<file path="src/rtl/mem_port_arbiter.sv">
// Main-memory front end: fetch and load reads share one memory port with a posted store buffer.
// Define STORE_FWD_EN to forward buffered store data to hazarding loads instead of holding them.
module mem_port_arbiter #(
    parameter int ADDR_WIDTH   = 32,
    parameter int DATA_WIDTH   = 32,
    parameter int SB_DEPTH     = 4,
    parameter int READ_LATENCY = 1
) (
    input  logic                  clk,
    input  logic                  rst_n,
    input  logic                  fetch_req,
    input  logic [ADDR_WIDTH-1:0] fetch_addr,
    output logic                  fetch_gnt,
    output logic                  fetch_rvalid,
    output logic [DATA_WIDTH-1:0] fetch_rdata,
    input  logic                  ld_req,
    input  logic [ADDR_WIDTH-1:0] ld_addr,
    output logic                  ld_gnt,
    output logic                  ld_rvalid,
    output logic [DATA_WIDTH-1:0] ld_rdata,
    input  logic                  st_req,
    input  logic [ADDR_WIDTH-1:0] st_addr,
    input  logic [DATA_WIDTH-1:0] st_data,
    output logic                  st_gnt,
    output logic                  sb_empty,
    output logic                  mem_re,
    output logic                  mem_we,
    output logic [ADDR_WIDTH-1:0] mem_addr,
    output logic [DATA_WIDTH-1:0] mem_wdata,
    input  logic [DATA_WIDTH-1:0] mem_rdata
);

    // Handshake: a request is accepted in the cycle where req && gnt are both high; the
    // requester keeps req and its address stable until then. rvalid is a one-cycle pulse.

    localparam int PTR_W = $clog2(SB_DEPTH);
    localparam int CNT_W = PTR_W + 1;

    logic [ADDR_WIDTH-1:0]   r_sb_addr [SB_DEPTH];
    logic [DATA_WIDTH-1:0]   r_sb_data [SB_DEPTH];
    logic [PTR_W-1:0]        r_head;
    logic [PTR_W-1:0]        r_tail;
    logic [CNT_W-1:0]        r_count;

    logic [READ_LATENCY-1:0] r_tag_v;
    logic [READ_LATENCY-1:0] r_tag_ld;

    logic                    w_full;
    logic                    w_empty;
    logic                    w_hazard;
    logic [PTR_W-1:0]        w_idx;
    logic                    w_enq;
    logic                    w_drain;
    logic                    w_drain_haz;
    logic                    w_ld_gnt;
    logic                    w_ld_fwd;
    logic                    w_ld_port;
    logic                    w_fetch_gnt;
    logic                    w_read;
    logic                    w_out_v;
    logic                    w_out_ld;

`ifdef STORE_FWD_EN
    logic [READ_LATENCY-1:0] r_tag_fwd;
    logic [DATA_WIDTH-1:0]   r_tag_data [READ_LATENCY];
    logic [DATA_WIDTH-1:0]   w_fwd_data;
`endif

    assign w_full  = (r_count == CNT_W'(SB_DEPTH));
    assign w_empty = (r_count == '0);

    // Walk valid entries oldest to youngest so the last match is the youngest store.
    always_comb begin
        w_hazard = 1'b0;
        w_idx    = r_head;
`ifdef STORE_FWD_EN
        w_fwd_data = '0;
`endif
        for (int k = 0; k < SB_DEPTH; k++) begin
            w_idx = r_head + PTR_W'(k);
            if ((CNT_W'(k) < r_count) && (r_sb_addr[w_idx] == ld_addr)) begin
                w_hazard = 1'b1;
`ifdef STORE_FWD_EN
                w_fwd_data = r_sb_data[w_idx];
`endif
            end
        end
    end

`ifdef STORE_FWD_EN
    assign w_drain_haz = 1'b0;
    assign w_ld_gnt    = ld_req && !w_full;
    assign w_ld_fwd    = w_ld_gnt && w_hazard;
`else
    assign w_drain_haz = ld_req && w_hazard && !w_full;
    assign w_ld_gnt    = ld_req && !w_hazard && !w_full;
    assign w_ld_fwd    = 1'b0;
`endif

    // A pending load always wins the read slot over fetch, even when it is held or forwarded.
    assign w_fetch_gnt = fetch_req && !w_full && !ld_req;
    assign w_ld_port   = w_ld_gnt && !w_ld_fwd;
    assign w_read      = w_ld_port || w_fetch_gnt;
    assign w_drain     = w_full || w_drain_haz || (!w_empty && !w_read);
    assign w_enq       = st_req && !w_full;

    assign fetch_gnt = w_fetch_gnt;
    assign ld_gnt    = w_ld_gnt;
    assign st_gnt    = w_enq;
    assign sb_empty  = w_empty;

    assign mem_re    = w_read;
    assign mem_we    = w_drain;
    assign mem_addr  = w_drain     ? r_sb_addr[r_head] :
                       w_ld_port   ? ld_addr :
                       w_fetch_gnt ? fetch_addr : '0;
    assign mem_wdata = w_drain ? r_sb_data[r_head] : '0;

    always_ff @(posedge clk or negedge rst_n) begin
        if (!rst_n) begin
            r_head  <= '0;
            r_tail  <= '0;
            r_count <= '0;
        end else begin
            if (w_enq) begin
                r_tail <= r_tail + PTR_W'(1);
            end
            if (w_drain) begin
                r_head <= r_head + PTR_W'(1);
            end
            case ({w_enq, w_drain})
                2'b10:   r_count <= r_count + CNT_W'(1);
                2'b01:   r_count <= r_count - CNT_W'(1);
                default: r_count <= r_count;
            endcase
        end
    end

    // Entry payload needs no reset: r_count alone decides which entries are live.
    always_ff @(posedge clk) begin
        if (w_enq) begin
            r_sb_addr[r_tail] <= st_addr;
            r_sb_data[r_tail] <= st_data;
        end
    end

    always_ff @(posedge clk or negedge rst_n) begin
        if (!rst_n) begin
            r_tag_v  <= '0;
            r_tag_ld <= '0;
        end else begin
            r_tag_v[0]  <= w_read || w_ld_fwd;
            r_tag_ld[0] <= w_ld_gnt;
            for (int i = 1; i < READ_LATENCY; i++) begin
                r_tag_v[i]  <= r_tag_v[i-1];
                r_tag_ld[i] <= r_tag_ld[i-1];
            end
        end
    end

`ifdef STORE_FWD_EN
    always_ff @(posedge clk or negedge rst_n) begin
        if (!rst_n) begin
            r_tag_fwd <= '0;
            for (int i = 0; i < READ_LATENCY; i++) begin
                r_tag_data[i] <= '0;
            end
        end else begin
            r_tag_fwd[0]  <= w_ld_fwd;
            r_tag_data[0] <= w_fwd_data;
            for (int i = 1; i < READ_LATENCY; i++) begin
                r_tag_fwd[i]  <= r_tag_fwd[i-1];
                r_tag_data[i] <= r_tag_data[i-1];
            end
        end
    end
`endif

    assign w_out_v  = r_tag_v[READ_LATENCY-1];
    assign w_out_ld = r_tag_ld[READ_LATENCY-1];

    assign fetch_rvalid = w_out_v && !w_out_ld;
    assign ld_rvalid    = w_out_v && w_out_ld;
    assign fetch_rdata  = fetch_rvalid ? mem_rdata : '0;

`ifdef STORE_FWD_EN
    assign ld_rdata = !ld_rvalid ? '0 :
                      r_tag_fwd[READ_LATENCY-1] ? r_tag_data[READ_LATENCY-1] : mem_rdata;
`else
    assign ld_rdata = ld_rvalid ? mem_rdata : '0;
`endif

endmodule

</file>
<file path="config.mk">
export PLATFORM = sky130hd
export DESIGN_NAME = mem_port_arbiter
export DESIGN_NICKNAME = d
export VERILOG_FILES = /design/src/rtl/mem_port_arbiter.sv
export SDC_FILE = /design/constraint.sdc
export NUM_CORES = 1
export LEC_CHECK = 0
export BUFFER_PORTS_ARGS = -buffer_cell sky130_fd_sc_hd__clkbuf_2
export CAP_MARGIN = 30
export CORE_MARGIN = 2
export CORE_UTILIZATION = 53
export CTS_CLUSTER_DIAMETER = 40
export DETAILED_ROUTE_END_ITERATION = 10
export PLACE_DENSITY = 0.77
export SETUP_SLACK_MARGIN = 0.5
export SYNTH_ARGS = -nofsm -noshare
export SYNTH_HDL_FRONTEND = slang
export SYNTH_SLANG_ARGS = --single-unit
export TNS_END_PERCENT = 50
</file>
<file path="constraint.sdc">
create_clock -name clk -period 4.15 [get_ports clk]
set_clock_uncertainty 0.1 [all_clocks]
set_input_delay 0.415 -clock clk [delete_from_list [all_inputs] [get_ports clk]]
set_output_delay 0.415 -clock clk [all_outputs]
set_load 0.005 [all_outputs]
</file>
==> run metrics, run 1 <==
status=complete, but fails checks; failing checks=negative setup slack; Seq cells post-synth=265; setup ws final=-0.342 ns; Die ar.=0.0316 mm2; CP max FO=10; fill cell count=2001; Max Cap Viol=0; die width=178 um; Min Hold Slack=0.00845 ns; 1st-iter DRT viols=1101; predominant post-synthesis flop cell=edfxtp_1; initial core utilization=53.9%; fmax=0.223 GHz; DP Cell Count=1831; placed cell area=0.0179 mm2; crit end category=output pin; Area Overhead vs Synth=30.3%; shortest period the worst path allows=4.49 ns; crit path DAT=3.98 ns; CP top delay family=buffers and inverters; synth top area cells=edfxtp_1 48%, mux2i_1 6.8%, mux4_2 6.7%, xnor2_1 6.2%, mux4_1 4.1%; IO Count=301; RSZ-0062 raised after global routing=yes; final wirelength=47400 um; port buffer count=300; FF/Latch Area=0.00792 mm2; layout cells sized above 1=43.6%; Clock Latency Late Sink=0.54 ns; CP bufs+invs=8; number of global-route vias before repair=11601; Critical-path top delay cell=dfrtp_4; Critical Path Start Type=flip-flop; CTS H-tree depth=2; crit-path cells=buf_12, buf_6, inv_8, buf_4, mux2_4, xnor2_2, nor4_4, buf_4, nand4_1, nor4_4, a311o_2, a21oi_4, buf_12, buf_16, o221ai_2, clkbuf_2; CTS sink cnt=265; Worst-path clk slew=0.05 ns; pin count of the biggest net entering global routing=65; max incr delay on CP=0.52 ns; DRC=0; PwrDens=686 mW/mm2; Max-Slew Margin vs Limit=36.5%; Total GRT Usage=28.9%; synth unique cells=80; Core ar.=0.0297 mm2; worst-case clock buffer depth=3; CP Class=reg2out; mean routed wirelength per cell=23.7 um; Routed Antenna Nets=0; grt total ovfl=0; PnR Total Power=14300 uW; Post-synth EDFFs=256; num rows=63; Required @ worst endpoint=3.63 ns; Die Y=178 um; fin crit share=108%; Pleak=0.00862 uW; Hold Path Class=in2reg; Multi-input gate area=0.00755 mm2; Nets=1744; VDD IR-drop max=424 uV; Syn Nets=1321; routed vias=11826; initial antenna violation count=4; cell accounting for the most synthesized area=edfxtp_1; Mapped Area=0.0160 mm2; final setup fails=67; Slew Limit Fails=0; HPWL after DPL=30900 um; CTS buffer count=40; Synth Area per Inst=14.0 um2; final non-filler cell total=1995; worst slew pin tran=0.944 ns; vias per cell=5.93; Placer Congestion=0.907; first-pass GRT wire length=68100 um; CTS tree=yes; 1st-pass router iterations=6; Final Cell Area=0.0209 mm2; sequential area share after synthesis=49.4%; Yosys warning count=0; area fraction of the dominant cell type after synthesis=48.0%; final hold vios=0; Post-Synthesis Cells=1147; ys async rst share=3.40%; clk root buf=clkbuf_16
final cells by class:
| class | count | share of cell area, % |
|---|---|---|
| Clock buffer | 45 | 4.99 |
| Antenna cell | 4 | 0.0479 |
| Multi-Input combinational cell | 753 | 36.2 |
| Sequential cell | 265 | 37.9 |
| Inverter | 46 | 0.863 |
| Tap cell | 390 | 2.34 |
| Timing Repair Buffer | 464 | 16.4 |
| Clock inverter | 28 | 1.26 |
cells by family (layout without fill, tap and decap cells):
| kind of cell | Yosys count | in the layout | share of synthesized area [%] |
|---|---|---|---|
| flops | 265 | 265 | 49.4 |
| simple gates | 262 | 262 | 8.82 |
| mux | 224 | 224 | 20.8 |
| compound gates | 144 | 144 | 7.71 |
| buf+inv | 129 | 583 | 6.30 |
| xor+xnor | 114 | 114 | 6.23 |
| fa+ha+maj | 9 | 9 | 0.703 |
| other cells | 0 | 4 | 0 |
power breakdown:
part,internal (uW),switching (uW)
Clock,1970,1280
Sequential,3550,306
Combinational,3590,3650
cells in the mapped netlist, types with 7 or more instances:
| cell | n |
|---|---|
| o221ai_2 | 30 |
| nor4_1 | 10 |
| a211oi_1 | 9 |
| and3_1 | 36 |
| nor2b_1 | 42 |
| mux4_1 | 25 |
| xnor2_1 | 113 |
| mux2i_1 | 109 |
| nand4_1 | 17 |
| buf_2 | 12 |
| o22ai_1 | 7 |
| buf_12 | 10 |
| mux2_2 | 31 |
| clkbuf_1 | 17 |
| nand2_1 | 71 |
| clkbuf_8 | 13 |
| buf_6 | 20 |
| edfxtp_1 | 256 |
| a21oi_1 | 24 |
| inv_1 | 44 |
| and2_1 | 37 |
| dfrtp_1 | 9 |
| mux4_2 | 48 |
| nor2_1 | 24 |
| nor3_1 | 8 |
| o21ai_0 | 24 |
| ha_1 | 9 |
per-layer routing:
| layer | track usage (%) | part of all wire [%] | vias to the layer above |
|---|---|---|---|
| li1 | - | - | 5316 |
| met1 | 37.4 | 39 | 5780 |
| met2 | 48.8 | 49 | 610 |
| met3 | 5.40 | 8.3 | 118 |
| met4 | 10.1 | 3.8 | 2 |
| met5 | 0 | 0.021 | - |
worst register-to-register path, cell delays in order, from the launching register on:
cell and delay (ns):
dfrtp_4 0.52, buf_12 0.17, buf_6 0.15, inv_8 0.12, buf_4 0.16, mux2_4 0.33
xnor2_2 0.23, nor4_4 0.07, buf_4 0.16, nand4_1 0.12, nor4_4 0.05, a311o_2 0.42
a21oi_4 0.32, buf_12 0.17, inv_1 0.05, ha_1 0.33, nor2_1 0.15, xor2_1 0.16
stage by stage:
stage           TNS, ns  setup slack, ns  util, %
2_1_floorplan         0            0.638        -
3_3_place_gp   -0.00175         -0.00175     60.2
3_5_place_dp     -0.361          -0.0318     60.2
4_1_cts          -18.06           -0.307     68.1
5_1_grt          -24.41           -0.434     70.2
6_report         -18.68           -0.342     70.3
cell usage in the layout, fill, tap and decap left out, types with 8 or more instances in the layout:
cell and count:
buf_8 8, nor2_1 24, buf_4 68, mux4_2 55
and2_1 37, clkbuf_2 273, xnor2_2 11, nor2b_4 15
buf_12 15, and3_1 32, buf_2 25, mux4_1 18
mux2_2 26, nand4_1 17, o21ai_0 22, mux2i_1 92
a21oi_1 24, nor2b_2 10, dlygate4sd3_1 44, edfxtp_1 256
mux2_4 11, nor2b_1 17, o221ai_2 30, ha_1 9
clkbuf_16 45, mux2i_2 15, inv_1 44, a211oi_1 9
buf_6 18, nand2_1 71, xnor2_1 101
repair_timing:
action	CTS	global route
hold endpoints to repair	171	0
hold buffers	44	0
cloned	6	4
endpoints found under the setup margin	73	72
resized for setup	65	116
buffers inserted	14	19
pin swaps	24	21
worst paths after layout:
| kind | startpoint | endpoint | slack, ns | cells after the start |
|---|---|---|---|---|
| max reg2reg | r_head[0] | r_count[2] | 0.31 | 17 |
| max | r_head[0] | mem_addr[22] | -0.34 | 16 |
| max in group asynchronous | rst_n | r_head[1] | 3.50 | 2 |
| min | st_addr[1] | r_sb_addr[1][1] | 0.008 | 1 |
| min reg2reg | r_tail[0] | r_tail[0] | 0.45 | 1 |
| min in group asynchronous | rst_n | r_head[0] | 0.19 | 2 |
registers in the layout, summed over array words and instances (netlist names):
signal     flops
r_tag_ld       1
r_head         2
r_sb_data    128
r_sb_addr    128
r_tag_v        1
r_count        3
r_tail         2
Power figures use the tool's default switching activity.
==> run 2: changes to the inputs <==
CELL_PAD_IN_SITES_DETAIL_PLACEMENT = 1   (was unset)
CELL_PAD_IN_SITES_GLOBAL_PLACEMENT = 1   (was unset)
CORE_UTILIZATION = 46   (was 53)
PLACE_DENSITY = unset   (was 0.77)
PLACE_DENSITY_LB_ADDON = 0.1   (was unset)
==> run metrics, run 2 (synthesized netlist as in run 1, its figures left out) <==
CP most frequent cell=buf_12; clk root buf=clkbuf_16; commonest cells after routing, fill and taps aside=256 x edfxtp_1, 253 x clkbuf_2, 97 x xnor2_1; Die ar.=0.0363 mm2 (+15%); crit end category=output pin; Hold Path Class=in2reg; Critical-path top delay cell=dfrtp_4; 1st-pass router iterations=5 (-1); met2 Resource Use GR=50.0% (+1.2 points); RSZ-0062 raised after global routing=yes; number of global-route vias before repair=12543 (+8.1%); grt total ovfl=0 (unchanged); Max-Slew Margin vs Limit=47.1% (+11 points); mean routed wirelength per cell=25.7 um (+8.2%); Routed Antenna Nets=0 (unchanged); layout cells sized above 1=44.8% (+1.2 points); pin count of the biggest net entering global routing=35 (-46%); Nets=1780 (+2.1%); CTS tree=yes; largest registers=r_sb_addr (128), r_sb_data (128), r_count (3); final hold vios=0 (unchanged); VDD IR-drop max=504 uV (+19%); failing checks=negative setup slack; vias per cell=5.73 (-3.3%); die width=191 um (+7.2%); fmax=0.217 GHz (-2.5%); Required @ worst endpoint=3.63 ns (about the same); setup ws final=-0.458 ns (-0.116 ns); placed cell area=0.0181 mm2 (+1.3%); DP Worst Slack=-0.0239 ns (+0.00786 ns); Die Y=191 um (+7.2%); Total GRT Usage=29.2% (+0.32 points); most used routing layer=met2; DRC=0 (unchanged); GR Util met3=4.91% (-0.48 points); CP max FO=9 (-1); final wirelength=53700 um (+13%); Post-Route Utilization=62.0% (-8.2 points); max incr delay on CP=0.50 ns (-0.02 ns); final setup fails=67 (unchanged); Placer Congestion=0.914 (+0.76%); fin crit share=111% (+2.8 points); CP Class=reg2out; crit-path cells=buf_12, buf_6, buf_16, buf_12, buf_6, mux2i_2, mux2i_1, xnor2_1, and4b_1, nand4_1, nor4_2, a311o_2, a21oi_4, buf_12, clkbuf_16, o221ai_2, buf_2; Slew Limit Fails=0 (unchanged); shortest period the worst path allows=4.61 ns (+0.116 ns); M1 GR Usage=37.7% (+0.38 points); PwrDens=693 mW/mm2 (+1.0%); Worst-path clk slew=0.05 ns (about the same); num rows=68 (+7.9%); Critical Path Start Type=flip-flop; Clock Latency Late Sink=0.54 ns (about the same); 1st-iter DRT viols=742 (-33%); CTS buffer count=41 (+2.5%); first-pass GRT wire length=78500 um (+15%); antenna cells=0 (-4); HPWL after DPL=36900 um (+19%); IO Count=301 (unchanged); port buffer count=300 (unchanged); crit path DAT=4.09 ns (+0.11 ns); CTS sink cnt=265 (unchanged); Area Overhead vs Synth=33.4%; status=complete, but fails checks; initial antenna violation count=1 (-3); initial core utilization=46.5% (-7.4 points); worst-case clock buffer depth=3 (unchanged); Max Cap Viol=0 (unchanged); Final Cell Area=0.0214 mm2 (+2.3%); Pleak=0.00879 uW (+2.0%); worst slew pin tran=0.794 ns (-0.150 ns); Core ar.=0.0345 mm2 (+16%); most common cell after layout, fill and taps aside=edfxtp_1; routed vias=11989 (+1.4%); CTS H-tree depth=2 (unchanged)
[run 2: cell types whose count changed in the layout (fill, tap and decap cells not counted), sizes merged]
cell | previous run | this run
clkinv | 16 | 14
buf | 140 | 187
inv | 51 | 55
diode | 4 | 0
dlygate4sd3 | 44 | 54
a21oi | 25 | 26
clkbuf | 322 | 298
[run 2: final timing paths]
check | start | endpoint | slack [ns] | depth (start not counted)
max | r_head[1] | mem_addr[15] | -0.46 | 17
min | st_addr[26] | r_sb_addr[1][26] | 0.01 | 1
max reg2reg | r_head[0] | r_count[2] | 0.11 | 18
min reg2reg | r_tail[0] | r_tail[0] | 0.44 | 1
max in group asynchronous | rst_n | r_head[0] | 3.45 | 2
min in group asynchronous | rst_n | r_tag_v | 0.22 | 2
[run 2: per-layer routing]
| layer | part of all wire (%) | up-vias |
|---|---|---|
| li1 | - | 5353 |
| met1 | 40 | 6061 |
| met2 | 50 | 470 |
| met3 | 6.4 | 103 |
| met4 | 3.2 | 2 |
| met5 | 0.024 | - |
[run 2: power breakdown]
group          internal [uW]  switching [uW]
Clock                   2010            1310
Sequential              3550             306
Combinational           3720            3920
Total                   9280            5530
[run 2: cell type report]
class,count,area [um2]
fill,3368,13100
inverter,46,175
timing repair buffer,498,3710
clock buffer,44,1060
multi-input combinational,754,7650
clock inverter,30,284
tap,455,569
sequential,265,7920
[run 2: through the flow]
stage / cells / hold WS, ns / setup TNS, ns / power [uW]
floorplan: 1147 / 0.0194 / 0 / 8060
global placement: 1912 / 0.219 / 0 / 10100
detailed placement: 1912 / 0.227 / -0.0486 / 10200
CTS: 2076 / 0.00162 / -13.39 / 14400
global route: 2092 / 0.00959 / -35.99 / 15400
finish: 2092 / 0.0149 / -26.39 / 14800
[run 2: timing repair]
action	4_1_cts	5_1_grt
endpoints found under the setup margin	73	73
setup buffers	28	15
hold buffers	54	0
endpoints found under the hold margin	218	0
gates resized for setup	109	101
gates cloned	8	1
pin swaps	38	27
[run 2: worst max-delay path, delay by kind of cell, from the launching register on]
family	cells	cell delay [ns]
buf+inv	8	1.19
compound gates	3	0.83
flops	1	0.50
mux	2	0.42
simple gates	3	0.40
xor+xnor	1	0.19
